## config.mk

```make
export PLATFORM = sky130hd
export DESIGN_NAME = shift_sequencer
export DESIGN_NICKNAME = d
export VERILOG_FILES = /design/src/rtl/shift_pkg.sv /design/src/rtl/shift_step.sv /design/src/rtl/shift_sequencer.sv
export SDC_FILE = /design/constraint.sdc
export NUM_CORES = 1
export LEC_CHECK = 0
export BUFFER_PORTS_ARGS = -buffer_cell sky130_fd_sc_hd__buf_4
export CORE_MARGIN = 5
export CORE_UTILIZATION = 25
export DETAILED_ROUTE_END_ITERATION = 8
export PLACE_DENSITY = 0.54
export SYNTH_ARGS = -nofsm -noshare
export SYNTH_HDL_FRONTEND = slang
export SYNTH_SLANG_ARGS = --single-unit
```

## constraint.sdc

```tcl
create_clock -name Clock -period 2.1 [get_ports Clock]
set_input_delay 0.105 -clock Clock [delete_from_list [all_inputs] [get_ports Clock]]
set_output_delay 0.105 -clock Clock [all_outputs]
set_load 0.005 [all_outputs]
```

## src/rtl/shift_pkg.sv

```systemverilog
// shift_pkg: shared definitions for the iterative shift sequencer.
//   WIDTH    - default datapath width
//   op_e     - operation encoding (matches the 2-bit Op request field)
//   state_e  - sequencer state encoding
package shift_pkg;

  localparam int WIDTH = 16;

  typedef enum logic [1:0] {
    OP_SLL = 2'b00,
    OP_SRL = 2'b01,
    OP_SRA = 2'b10,
    OP_ROR = 2'b11
  } op_e;

  typedef enum logic [1:0] {
    ST_IDLE  = 2'b00,
    ST_SHIFT = 2'b01,
    ST_DONE  = 2'b10
  } state_e;

endpackage

```

## src/rtl/shift_step.sv

```systemverilog
// shift_step: combinational one-bit shift/rotate of a data word.
//   data_i - word to shift
//   op_i   - operation (op_e encoding)
//   sign_i - fill bit for arithmetic right shift (latched operand sign)
//   data_o - word shifted by exactly one position
module shift_step #(
  parameter int WIDTH = shift_pkg::WIDTH
) (
  input  logic [WIDTH-1:0] data_i,
  input  logic [1:0]       op_i,
  input  logic             sign_i,
  output logic [WIDTH-1:0] data_o
);
  import shift_pkg::*;

  always_comb begin
    data_o = data_i;
    case (op_e'(op_i))
      OP_SLL:  data_o = {data_i[WIDTH-2:0], 1'b0};
      OP_SRL:  data_o = {1'b0, data_i[WIDTH-1:1]};
      OP_SRA:  data_o = {sign_i, data_i[WIDTH-1:1]};
      OP_ROR:  data_o = {data_i[0], data_i[WIDTH-1:1]};
      default: data_o = data_i;
    endcase
  end

endmodule

```

## src/rtl/shift_sequencer.sv

```systemverilog
// shift_sequencer: multi-cycle shifter, one bit position per clock.
//   Clock, ResetN           - rising-edge clock, async active-low reset
//   StartValid/StartReady   - request handshake (Op, A, SHAMT sampled)
//   Op                      - 00 SLL, 01 SRL, 10 SRA, 11 ROR
//   A, SHAMT                - operand and full-width shift amount
//   ResultValid/ResultReady - result handshake, Result held while valid
//   Busy                    - sequencer is not idle
module shift_sequencer #(
  parameter int WIDTH = shift_pkg::WIDTH,
  parameter int CNT_W = 5
) (
  input  logic             Clock,
  input  logic             ResetN,
  input  logic             StartValid,
  output logic             StartReady,
  input  logic [1:0]       Op,
  input  logic [WIDTH-1:0] A,
  input  logic [WIDTH-1:0] SHAMT,
  output logic             ResultValid,
  input  logic             ResultReady,
  output logic [WIDTH-1:0] Result,
  output logic             Busy
);
  import shift_pkg::*;

  localparam int               RW      = $clog2(WIDTH);
  localparam logic [WIDTH-1:0] WIDTH_V = WIDTH[WIDTH-1:0];

  state_e             state_q, state_d;
  logic [WIDTH-1:0]   data_q, data_d;
  logic [CNT_W-1:0]   cnt_q, cnt_d;
  logic [1:0]         op_q, op_d;
  logic               sign_q, sign_d;
  logic               start_ready_q, result_valid_q, busy_q;
  logic [CNT_W-1:0]   cnt_eff;
  logic [WIDTH-1:0]   step_out;

  shift_step #(.WIDTH(WIDTH)) u_step (
    .data_i (data_q),
    .op_i   (op_q),
    .sign_i (sign_q),
    .data_o (step_out)
  );

  // Rotates wrap modulo WIDTH; plain shifts saturate at WIDTH, which
  // naturally drains the word to all-zero / all-sign.
  always_comb begin
    if (op_e'(Op) == OP_ROR)  cnt_eff = CNT_W'(SHAMT[RW-1:0]);
    else if (SHAMT >= WIDTH_V) cnt_eff = CNT_W'(WIDTH);
    else                       cnt_eff = CNT_W'(SHAMT);
  end

  always_comb begin
    state_d = state_q;
    data_d  = data_q;
    cnt_d   = cnt_q;
    op_d    = op_q;
    sign_d  = sign_q;
    case (state_q)
      ST_IDLE: begin
        // start_ready_q (not the state) gates acceptance so nothing is
        // taken before the first edge after reset release.
        if (StartValid && start_ready_q) begin
          op_d    = Op;
          data_d  = A;
          sign_d  = A[WIDTH-1];
          cnt_d   = cnt_eff;
          state_d = (cnt_eff == '0) ? ST_DONE : ST_SHIFT;
        end
      end
      ST_SHIFT: begin
        data_d = step_out;
        cnt_d  = cnt_q - CNT_W'(1);
        if (cnt_q == CNT_W'(1)) state_d = ST_DONE;
      end
      ST_DONE: begin
        if (ResultReady) state_d = ST_IDLE;
      end
      default: state_d = ST_IDLE;
    endcase
  end

  // Handshake flags are registered decodes of the next state, so they
  // track the state exactly but read 0 while reset is asserted.
  always_ff @(posedge Clock or negedge ResetN) begin
    if (!ResetN) begin
      state_q        <= ST_IDLE;
      data_q         <= '0;
      cnt_q          <= '0;
      op_q           <= 2'b00;
      sign_q         <= 1'b0;
      start_ready_q  <= 1'b0;
      result_valid_q <= 1'b0;
      busy_q         <= 1'b0;
    end else begin
      state_q        <= state_d;
      data_q         <= data_d;
      cnt_q          <= cnt_d;
      op_q           <= op_d;
      sign_q         <= sign_d;
      start_ready_q  <= (state_d == ST_IDLE);
      result_valid_q <= (state_d == ST_DONE);
      busy_q         <= (state_d != ST_IDLE);
    end
  end

  assign StartReady  = start_ready_q;
  assign ResultValid = result_valid_q;
  assign Busy        = busy_q;
  assign Result      = data_q;

endmodule

```

==> results of run 1 <==
-- flip-flops by register name, summed over array words and instances (netlist names) --
| register | flops |
|---|---|
| sign_q | 1 |
| op_q | 2 |
| Busy | 1 |
| ResultValid | 1 |
| state_q | 2 |
| StartReady | 1 |
| Result | 16 |
| cnt_q | 5 |
-- power by group through the flow --
stage,registers (mW),clock network (mW),logic [mW]
after floorplan,1.07,0,1.24
after global placement,1.15,0,1.75
after detailed placement,1.15,0,1.77
after CTS,1.14,0.620,1.79
after global routing,1.19,0.646,1.98
final,1.14,0.609,1.76
-- what timing repair did --
action                                  CTS  global route
endpoints found under the hold margin    29             0
endpoints found under the setup margin    0             0
hold buffers                              1             0
-- cell type report --
class	count	share of cell area
Timing Repair Buffer	63	0.214
Clock buffer	7	0.0388
Multi-Input combinational cell	119	0.361
Clock inverter	1	0.0135
Inverter	2	0.00338
Sequential cell	29	0.326
Tap cell	77	0.0433
-- routing by layer --
layer	global-route usage	vias up	part of all wire
met4	0.0558	0	0.018
met2	0.170	26	0.48
li1	-	714	-
met3	0.0234	6	0.036
met1	0.146	699	0.47
met5	0	-	0
-- worst max-delay path, cell delays in order (launching register included) --
cell and delay, ps:
dfrtp_1 490, and4bb_1 260, nor2_4 400, buf_4 270, a211oi_1 60, a21o_1 160
-- how the worst max path moves through the flow --
stage | to | slack (ps) | cells past startpoint
floorplan | cnt_q[1] | 640 | 6
global placement | Result[12] | 380 | 5
detailed placement | Result[11] | 330 | 5
CTS | Result[11] | 340 | 5
global route | Result[11] | 190 | 5
finish | Result[11] | 350 | 5
-- cells in the final DEF (no fill, tap or decap), types with 3 or more instances in the layout --
cell	synthesis	layout
a211oi_1	15	15
a21o_1	14	14
a21oi_1	3	3
buf_4	0	62
clkbuf_8	0	6
dfrtp_1	29	29
mux2i_1	14	14
nand2_1	13	13
nand2b_1	3	3
nand3_1	3	3
nor2_1	20	20
nor4_1	3	3
o21ai_0	4	4
-- metrics by stage --
stage / instance area [um2] / utilization / hold WS [ps] / setup slack (ps)
floorplan: 1610 / - / -191 / 639
global placement: 2100 / 0.332 / 60.1 / 376
detailed placement: 2100 / 0.332 / 63.0 / 332
CTS: 2220 / 0.352 / 38.2 / 341
global route: 2220 / 0.352 / 38.2 / 192
finish: 2220 / 0.352 / 38.0 / 348
-- cells by family (layout without fill, tap and decap cells) --
logic type / count (synthesis) / after routing
muxes: 15 / 15
AOI/OAI and AO/OA: 50 / 50
and+or+nand+nor: 52 / 52
DFF: 29 / 29
buffers and inverters: 13 / 73
adders and majority gates: 2 / 2
==> impl_metrics.yaml, run 1 <==
logic_synthesis:
  async_reset_ff_frac: 1.00
  synth_most_common_cell: "dfrtp_1"
  synth_top_family_by_area: "compound AO/OA/AOI/OAI gates"
  synth-edff-count: 0
  yosys.area.top_type: "dfrtp_1"
  yosys.cell_types.count: 37
  synth_xor_area_frac: 0
  yosysWarnings: 0
  synthCells: 161
  synth_commonest_cells: "dfrtp_1 (29), nor2_1 (20), a211oi_1 (15), a21o_1 (14), mux2i_1 (14)"
  synthTopCellsByArea: "dfrtp_1 (45%), mux2i_1 (8.7%), a211oi_1 (7.0%)"
  syn-num-nets: 201
  synth-seq-area-share: 0.452
  netlist_area_um2: 1610
  synth_top_cell_area_share: 0.452
  synth.avg_cell_area_um2: 9.97
  synth_adder_area_share: 0.0156
  synthMuxAreaShare: 0.0943
  synthFlopType: "dfrtp_1"
  yosys.area_share.simple: 0.157
  synth-compound-area-share: 0.231
  ys_ff_latch: 29
setup_path:
  reg2reg_from: "state_q[0]"
  cp-start-kind: "register"
  r2r-end: "Result[11]"
  end_kind: "register"
  cp-startpoint: "state_q[0]"
  reg2reg_slack_ps: 350
  required_ps: 2280
  crit_type: "register to register"
  r2r_cells: 5
  path_max_fanout: 21
  cp.arrival_ps: 1930
die:
  row_count: 29
  ios: 57
  die_x_um: 90.1
  coreArea_um2: 6310
  start_util: 0.254
  fp.dieH_um: 90.1
  die_area_um2: 8120
detailed_routing:
  wl_per_cell_um: 14.5
  drt-total-wl_um: 4330
  via_count: 1445
  route.detailed.drc: 0
  drt_iter0_markers: 54
  ant_nets: 0
  vias_per_cell: 4.85
  drt-pass1-iter-count: 4
layout:
  nFillCells: 661
  drive_gt1_frac: 0.335
  syn2layout_area_growth_pct: 38.5
  seq_area_um2: 726
  instances_no_fill: 298
  multi_input_area_um2: 802
  fin_nets: 260
  diodes: 0
hold_path:
  whs_endpoint: "sign_q"
  hold_start: "A[15]"
  worstHoldPathCells: 3
  hold_class: "input port to register"
clock_tree:
  cts_resized: 0
  numCtsBuffers: 5
  clk_pin_slew_worst_paths_ps: 70
  root_buffer: "clkbuf_8"
  insertion_delay_ps: 290
  cts_sinks: 29
  cts_tree: "built"
  clock_path_buffers: 2
  post_cts_buffers: 0
  htree_levels: 2
run_status:
  outcome: "completed"
pwr:
  power_frac_seq: 0.326
  p_clk_frac: 0.174
  powerDensity_nw_per_um2: 1580
  swShare: 0.383
  p_switching_mw: 1.34
  p_comb_frac: 0.501
  ir_drop_mv: 0.472
  finalPower_mw: 3.51
  internal_power_mw: 2.17
  p_leak_nw: 1.09
global_routing:
  overflow: 0
  grt_pass1_wl_um: 7320
  grt.total_usage: 0.111
  antenna_found_initial: 0
  grt_pass1_vias: 1476
  grt_max_degree: 30
placement:
  hpwl_um: 3230
  gp_congestion: 0.716
  io_buffers: 56
  dp_cells: 289
timing:
  rsz0062_at_grt: "no"
  max_freq_mhz: 571
  setup_viol: 0
  fin_crit_ps: 1750
  skew_ps: 11.1
  finalCritPeriodShare: 0.834
  maxSlewHeadroom: 0.691
  slew_viol_final: 0
  setup_tns_ps: 0
  finalHoldViolCount: 0
  worstMarginPinSlew_ps: 463
job:
  maxCapViolCount: 0
No activity file was read; power rests on OpenSTA's default activity.
==> run 2: changes to the inputs <==
Settings changed: ABC_AREA from default to 1, PLACE_DENSITY 0.54 to 0.55.
Clock period 2.1 ns to 1.6 ns, I/O delays scaled along.
==> run 2 against run 1 <==
  * Worst hold slack worse by 26 ps
  * Cell area is 2.5% higher
  * Synthesized cell count is 29% higher
  * Sequential power is 27% higher
  * Die area is 2.4% higher
  * Count of clock-buffer cells in the layout stayed put
  * Flip-flop and latch count stayed put
  * Area after synthesis is 2.7% higher
  * Critical endpoint is now Result[10]
  * Largest cell class unchanged
==> impl_metrics.yaml, run 2 <==
run_status:
  outcome: "completed"
pwr:
  p_switching_mw: 1.92
  powerDensity_nw_per_um2: 2030
  ir_drop_mv: 0.662
  swShare: 0.417
  p_clk_frac: 0.171
  internal_power_mw: 2.70
  power_frac_seq: 0.315
  p_comb_frac: 0.514
  p_leak_nw: 1.08
die:
  row_count: 29
  die_area_um2: 8320
  ios: 57
  start_util: 0.258
  die_x_um: 91.2
  coreArea_um2: 6390
  fp.dieH_um: 91.2
setup_path:
  cp_common_cell: "nor2_1"
  path_max_fanout: 12
  required_ps: 1810
  cp-start-kind: "register"
  r2r_cells: 6
  end_kind: "register"
  reg2reg_slack_ps: 320
  crit_type: "register to register"
  cp.arrival_ps: 1490
  path_cells: "nor2_4 > buf_4 > nor2_1 > nor2_1 > o21ai_1 > a21oi_1"
  max_stage_delay_ps: 420
  crit_path_top_delay_cell: "dfrtp_1"
logic_synthesis:
  synth.avg_cell_area_um2: 7.93
  ys_ff_latch: 29
  yosys.cell_types.count: 29
  async_reset_ff_frac: 1.00
  netlist_area_um2: 1650
  syn-num-nets: 248
  synthCells: 208
  synth-seq-area-share: 0.440
  synthFlopType: "dfrtp_1"
  synthTopCellsByArea: "dfrtp_1 (44%), o21ai_1 (9.4%), nor2_1 (8.4%)"
  synth-edff-count: 0
  synth_most_common_cell: "nor2_1"
  synth_top_cell_area_share: 0.440
  yosys.area.top_type: "dfrtp_1"
  yosysWarnings: 0
  synth_commonest_cells: "nor2_1 (37), o21ai_1 (31), dfrtp_1 (29), a21oi_1 (25)"
clock_tree:
  cts_sinks: 29
  numCtsBuffers: 5
  root_buffer: "clkbuf_8"
  cts_tree: "built"
  htree_levels: 2
  insertion_delay_ps: 280
  clk_pin_slew_worst_paths_ps: 70
  clock_path_buffers: 2
placement:
  io_buffers: 56
  hpwl_um: 3450
  gp_congestion: 0.798
layout:
  diodes: 0
  nFillCells: 659
  layout_commonest_cell: "buf_4"
  largest_reg_flops: 16
  fin_nets: 308
  seq_area_um2: 726
  final_cell_mix: "buf_4 (61), nor2_1 (37), o21ai_1 (31)"
  syn2layout_area_growth_pct: 38.2
  drive_gt1_frac: 0.342
  multi_input_area_um2: 787
  final_core_util: 0.357
detailed_routing:
  met3_length_um: 250
  via_count: 1586
  route.detailed.drc: 0
  drt-pass1-iter-count: 4
  vias_per_cell: 4.58
  ant_nets: 0
  wl_met1_um: 2010
  wl_per_cell_um: 13.0
  dr.max_layer_used: "met4"
  drt_iter0_markers: 116
  wl_met2_um: 2200
  drt-total-wl_um: 4500
hold_path:
  hold_class: "input port to register"
  worstHoldPathCells: 3
timing:
  hold_ws_ps: 12.1
  slew_viol_final: 0
  setup_tns_ps: 0
  fin_crit_ps: 1280
  worstMarginPinSlew_ps: 380
  finalHoldViolCount: 0
  setup_viol: 0
  max_freq_mhz: 781
  skew_ps: 8.58
  finalCritPeriodShare: 0.800
  maxSlewHeadroom: 0.747
  rsz0062_at_grt: "no"
global_routing:
  grt_max_degree: 30
  grt_pass1_wl_um: 7530
  grt_pass1_vias: 1578
  antenna_found_initial: 0
  overflow: 0
  grt.total_usage: 0.109
job:
  maxCapViolCount: 0
-- run 2: path summary, 6_finish.rpt --
kind | startpoint | endpoint
worst max-delay path | op_q[0] | Result[10]
worst min-delay path | Op[0] | op_q[0]
max in group asynchronous | ResetN | cnt_q[3]
worst max register to register | op_q[0] | Result[10]
min in group asynchronous | ResetN | ResultValid
worst min register to register | sign_q | sign_q
-- run 2: critical path: cells and delay by family, from the launching register on --
family | cells | cell delay, ps
flip-flops | 1 | 420
AO/OA/AOI/OAI | 2 | 200
buffers and inverters | 1 | 210
AND/OR/NAND/NOR | 3 | 380
-- run 2: kinds of logic after synthesis --
kind of cell | count (synthesis) | share of synthesized area
adder cells (fa/ha/maj) | 2 | 0.0152
AO/OA/AOI/OAI | 72 | 0.242
AND/OR/NAND/NOR | 72 | 0.215
XOR/XNOR | 1 | 0.00531
flip-flops | 29 | 0.440
buffers and inverters | 32 | 0.0827
-- run 2: through the flow --
step                setup WS [ps]  cell area (um2)  cells  total power, mW
global placement              345             2150    337             3.83
finish                        320             2280    346             4.62
floorplan                     471             1650    208             2.99
CTS                           310             2280    346             4.67
detailed placement            324             2150    337             3.86
global route                  141             2280    346             5.05
-- run 2: power by group through the flow --
| stage | logic, mW | registers, mW | clock network [mW] |
|---|---|---|---|
| after floorplan | 1.59 | 1.41 | 0 |
| after global placement | 2.36 | 1.47 | 0 |
| after detailed placement | 2.39 | 1.46 | 0 |
| after CTS | 2.40 | 1.46 | 0.805 |
| after global routing | 2.70 | 1.51 | 0.841 |
| final | 2.37 | 1.45 | 0.791 |
-- run 2: what timing repair did --
action / in CTS / in global routing
setup buffers: 0 / 0
hold endpoints to repair: 29 / 0
gates resized for setup: 0 / 0
hold buffers: 1 / 0
-- run 2: routing by layer --
metal	vias to the layer above	global-route usage
met3	4	0.0339
li1	814	-
met2	40	0.174
met4	0	0.0257
met1	728	0.145
met5	-	0
-- run 2: layout make-up --
cell class	instances	share of cell area
multi-input combinational	147	0.345
sequential	29	0.318
timing repair buffer	62	0.205
tap	77	0.0423
clock buffer	7	0.0379
inverter	23	0.0379
clock inverter	1	0.0132
==> run 3: changes to the inputs <==
Clock period 1.6 ns to 1.1 ns, I/O delays scaled along.
==> run 3 against run 2 <==
  * The run now ends with setup timing left
  * Power grew 74%
  * Non-clock buffer count grew 16
  * Register-to-register slack got worse by 490 ps
  * Setup slack worse by 490 ps
  * Worst hold slack got worse by 7.2 ps
  * Highest routed layer unchanged
  * Fmax is 0.58% higher
  * Flip-flop and latch count unchanged
  * Count of clock-buffer cells in the layout is the same
  * Sequential share of layout area shrank 4.2 points
  * First-iteration DRC count shrank 31%
  * Critical path depth increased by 1
==> impl_metrics.yaml, run 3 (synthesis results as in run 2) <==
layout:
  final_cell_mix: "buf_4 (64), nor2_1 (29), dfrtp_1 (28)"
  largest_reg_flops: 16
  diodes: 0
  nFillCells: 687
  fin_nets: 324
  seq_area_um2: 727
  drive_gt1_frac: 0.484
  layout_commonest_cell: "buf_4"
  multi_input_area_um2: 922
  syn2layout_area_growth_pct: 59.3
  fin_area_um2: 2630
detailed_routing:
  drt-pass1-iter-count: 4
  drt-total-wl_um: 5180
  wl_per_cell_um: 14.3
  drt_iter0_markers: 80
  route.detailed.drc: 0
  via_count: 1686
  ant_nets: 0
  vias_per_cell: 4.66
die:
  row_count: 29
  fp.dieH_um: 91.2
  die_x_um: 91.2
  start_util: 0.258
  coreArea_um2: 6390
  ios: 57
  die_area_um2: 8320
setup_path:
  crit_type: "register to register"
  end_kind: "register"
  cp-start-kind: "register"
  path_max_fanout: 7
  required_ps: 1270
  cp.arrival_ps: 1450
placement:
  hpwl_um: 3590
  place_area_um2: 2250
  gp_congestion: 0.790
  io_buffers: 56
global_routing:
  grt_max_degree: 31
  grt_pass1_vias: 1724
  grt_pass1_wl_um: 8000
  overflow: 0
  antenna_found_initial: 0
  grt.total_usage: 0.117
timing:
  slew_viol_final: 0
  hold_ws_ps: 4.89
  rsz0062_at_grt: "yes"
  setup_tns_ps: -2560
  fin_crit_ps: 1270
  maxSlewHeadroom: 0.729
  finalHoldViolCount: 0
  setup_viol: 28
  worstMarginPinSlew_ps: 406
  skew_ps: 6.67
  finalCritPeriodShare: 1.16
  fin_ws_ps: -173
  max_freq_mhz: 786
pwr:
  ir_drop_mv: 0.989
  finalPower_mw: 8.03
  powerDensity_nw_per_um2: 3060
  p_clk_frac: 0.123
  internal_power_mw: 4.66
  p_comb_frac: 0.609
  power_frac_seq: 0.268
  swShare: 0.420
  p_switching_mw: 3.37
  p_leak_nw: 1.21
clock_tree:
  cts_tree: "built"
  clk_pin_slew_worst_paths_ps: 70
  htree_levels: 2
  root_buffer: "clkbuf_8"
  insertion_delay_ps: 280
  clock_path_buffers: 2
  numCtsBuffers: 5
  cts_sinks: 29
hold_path:
  hold_class: "input port to register"
run_status:
  outcome: "finished with violations"
  violations: "setup timing"
job:
  maxCapViolCount: 0
==> run 3: metrics by stage <==
stage                     utilization  worst slack (ps)  cells
after floorplan                     -             -4.79    208
after global placement          0.352             -70.2    346
after detailed placement        0.352             -84.5    346
after CTS                       0.372             -93.9    356
after global routing            0.411              -225    362
final                           0.411              -173    362
==> run 3: cell type report <==
cell class / instances / share of cell area
clock inverters: 1 / 0.00191
multi-input cells: 147 / 0.351
repair buffers: 78 / 0.262
well taps: 77 / 0.0367
flip-flops and latches: 29 / 0.277
clock buffers: 7 / 0.0367
inverters: 23 / 0.0348
==> run 3: power by group through the flow <==
stage	Combinational [mW]	Clock (mW)	Sequential, mW
global route	5.40	1.07	2.23
CTS	3.91	1.01	2.10
detailed placement	3.86	0	2.11
floorplan	2.32	0	2.04
global placement	3.81	0	2.10
finish	4.89	0.987	2.15
==> run 3: path summary, 6_finish.rpt <==
check / endpoint / cells past startpoint / startpoint / slack, ps
setup reg to reg: StartReady / 7 / state_q[1] / -170
setup / recovery: StartReady / 7 / state_q[1] / -170
hold reg to reg: sign_q / 2 / sign_q / 500
hold / removal: op_q[1] / 3 / Op[1] / 5
min in group asynchronous: cnt_q[3] / 2 / ResetN / 260
max in group asynchronous: state_q[0] / 2 / ResetN / 540
==> run 3: metal layers <==
layer,share of wire,vias to the layer above,GRT usage
met5,0,-,0
li1,-,850,-
met2,0.49,36,0.192
met3,0.038,7,0.0347
met4,0.011,0,0.0306
met1,0.46,793,0.150
==> run 3: worst max-delay path, cell delays in order (launching register included) <==
cell and delay [ps]:
dfrtp_1 410, inv_4 110, nand4_4 150, buf_4 180, inv_4 90, nand3_2 110, nand2_4 90, nor2_2 40
==> run 3: what timing repair did <==
| item | CTS | global route |
|---|---|---|
| gates resized for setup | 5 | 42 |
| pin swaps | 0 | 6 |
| endpoints found under the hold margin | 30 | 0 |
| hold buffers | 2 | 0 |
| cloned | 0 | 2 |
| setup buffers | 0 | 4 |
| setup endpoints to repair | 24 | 28 |
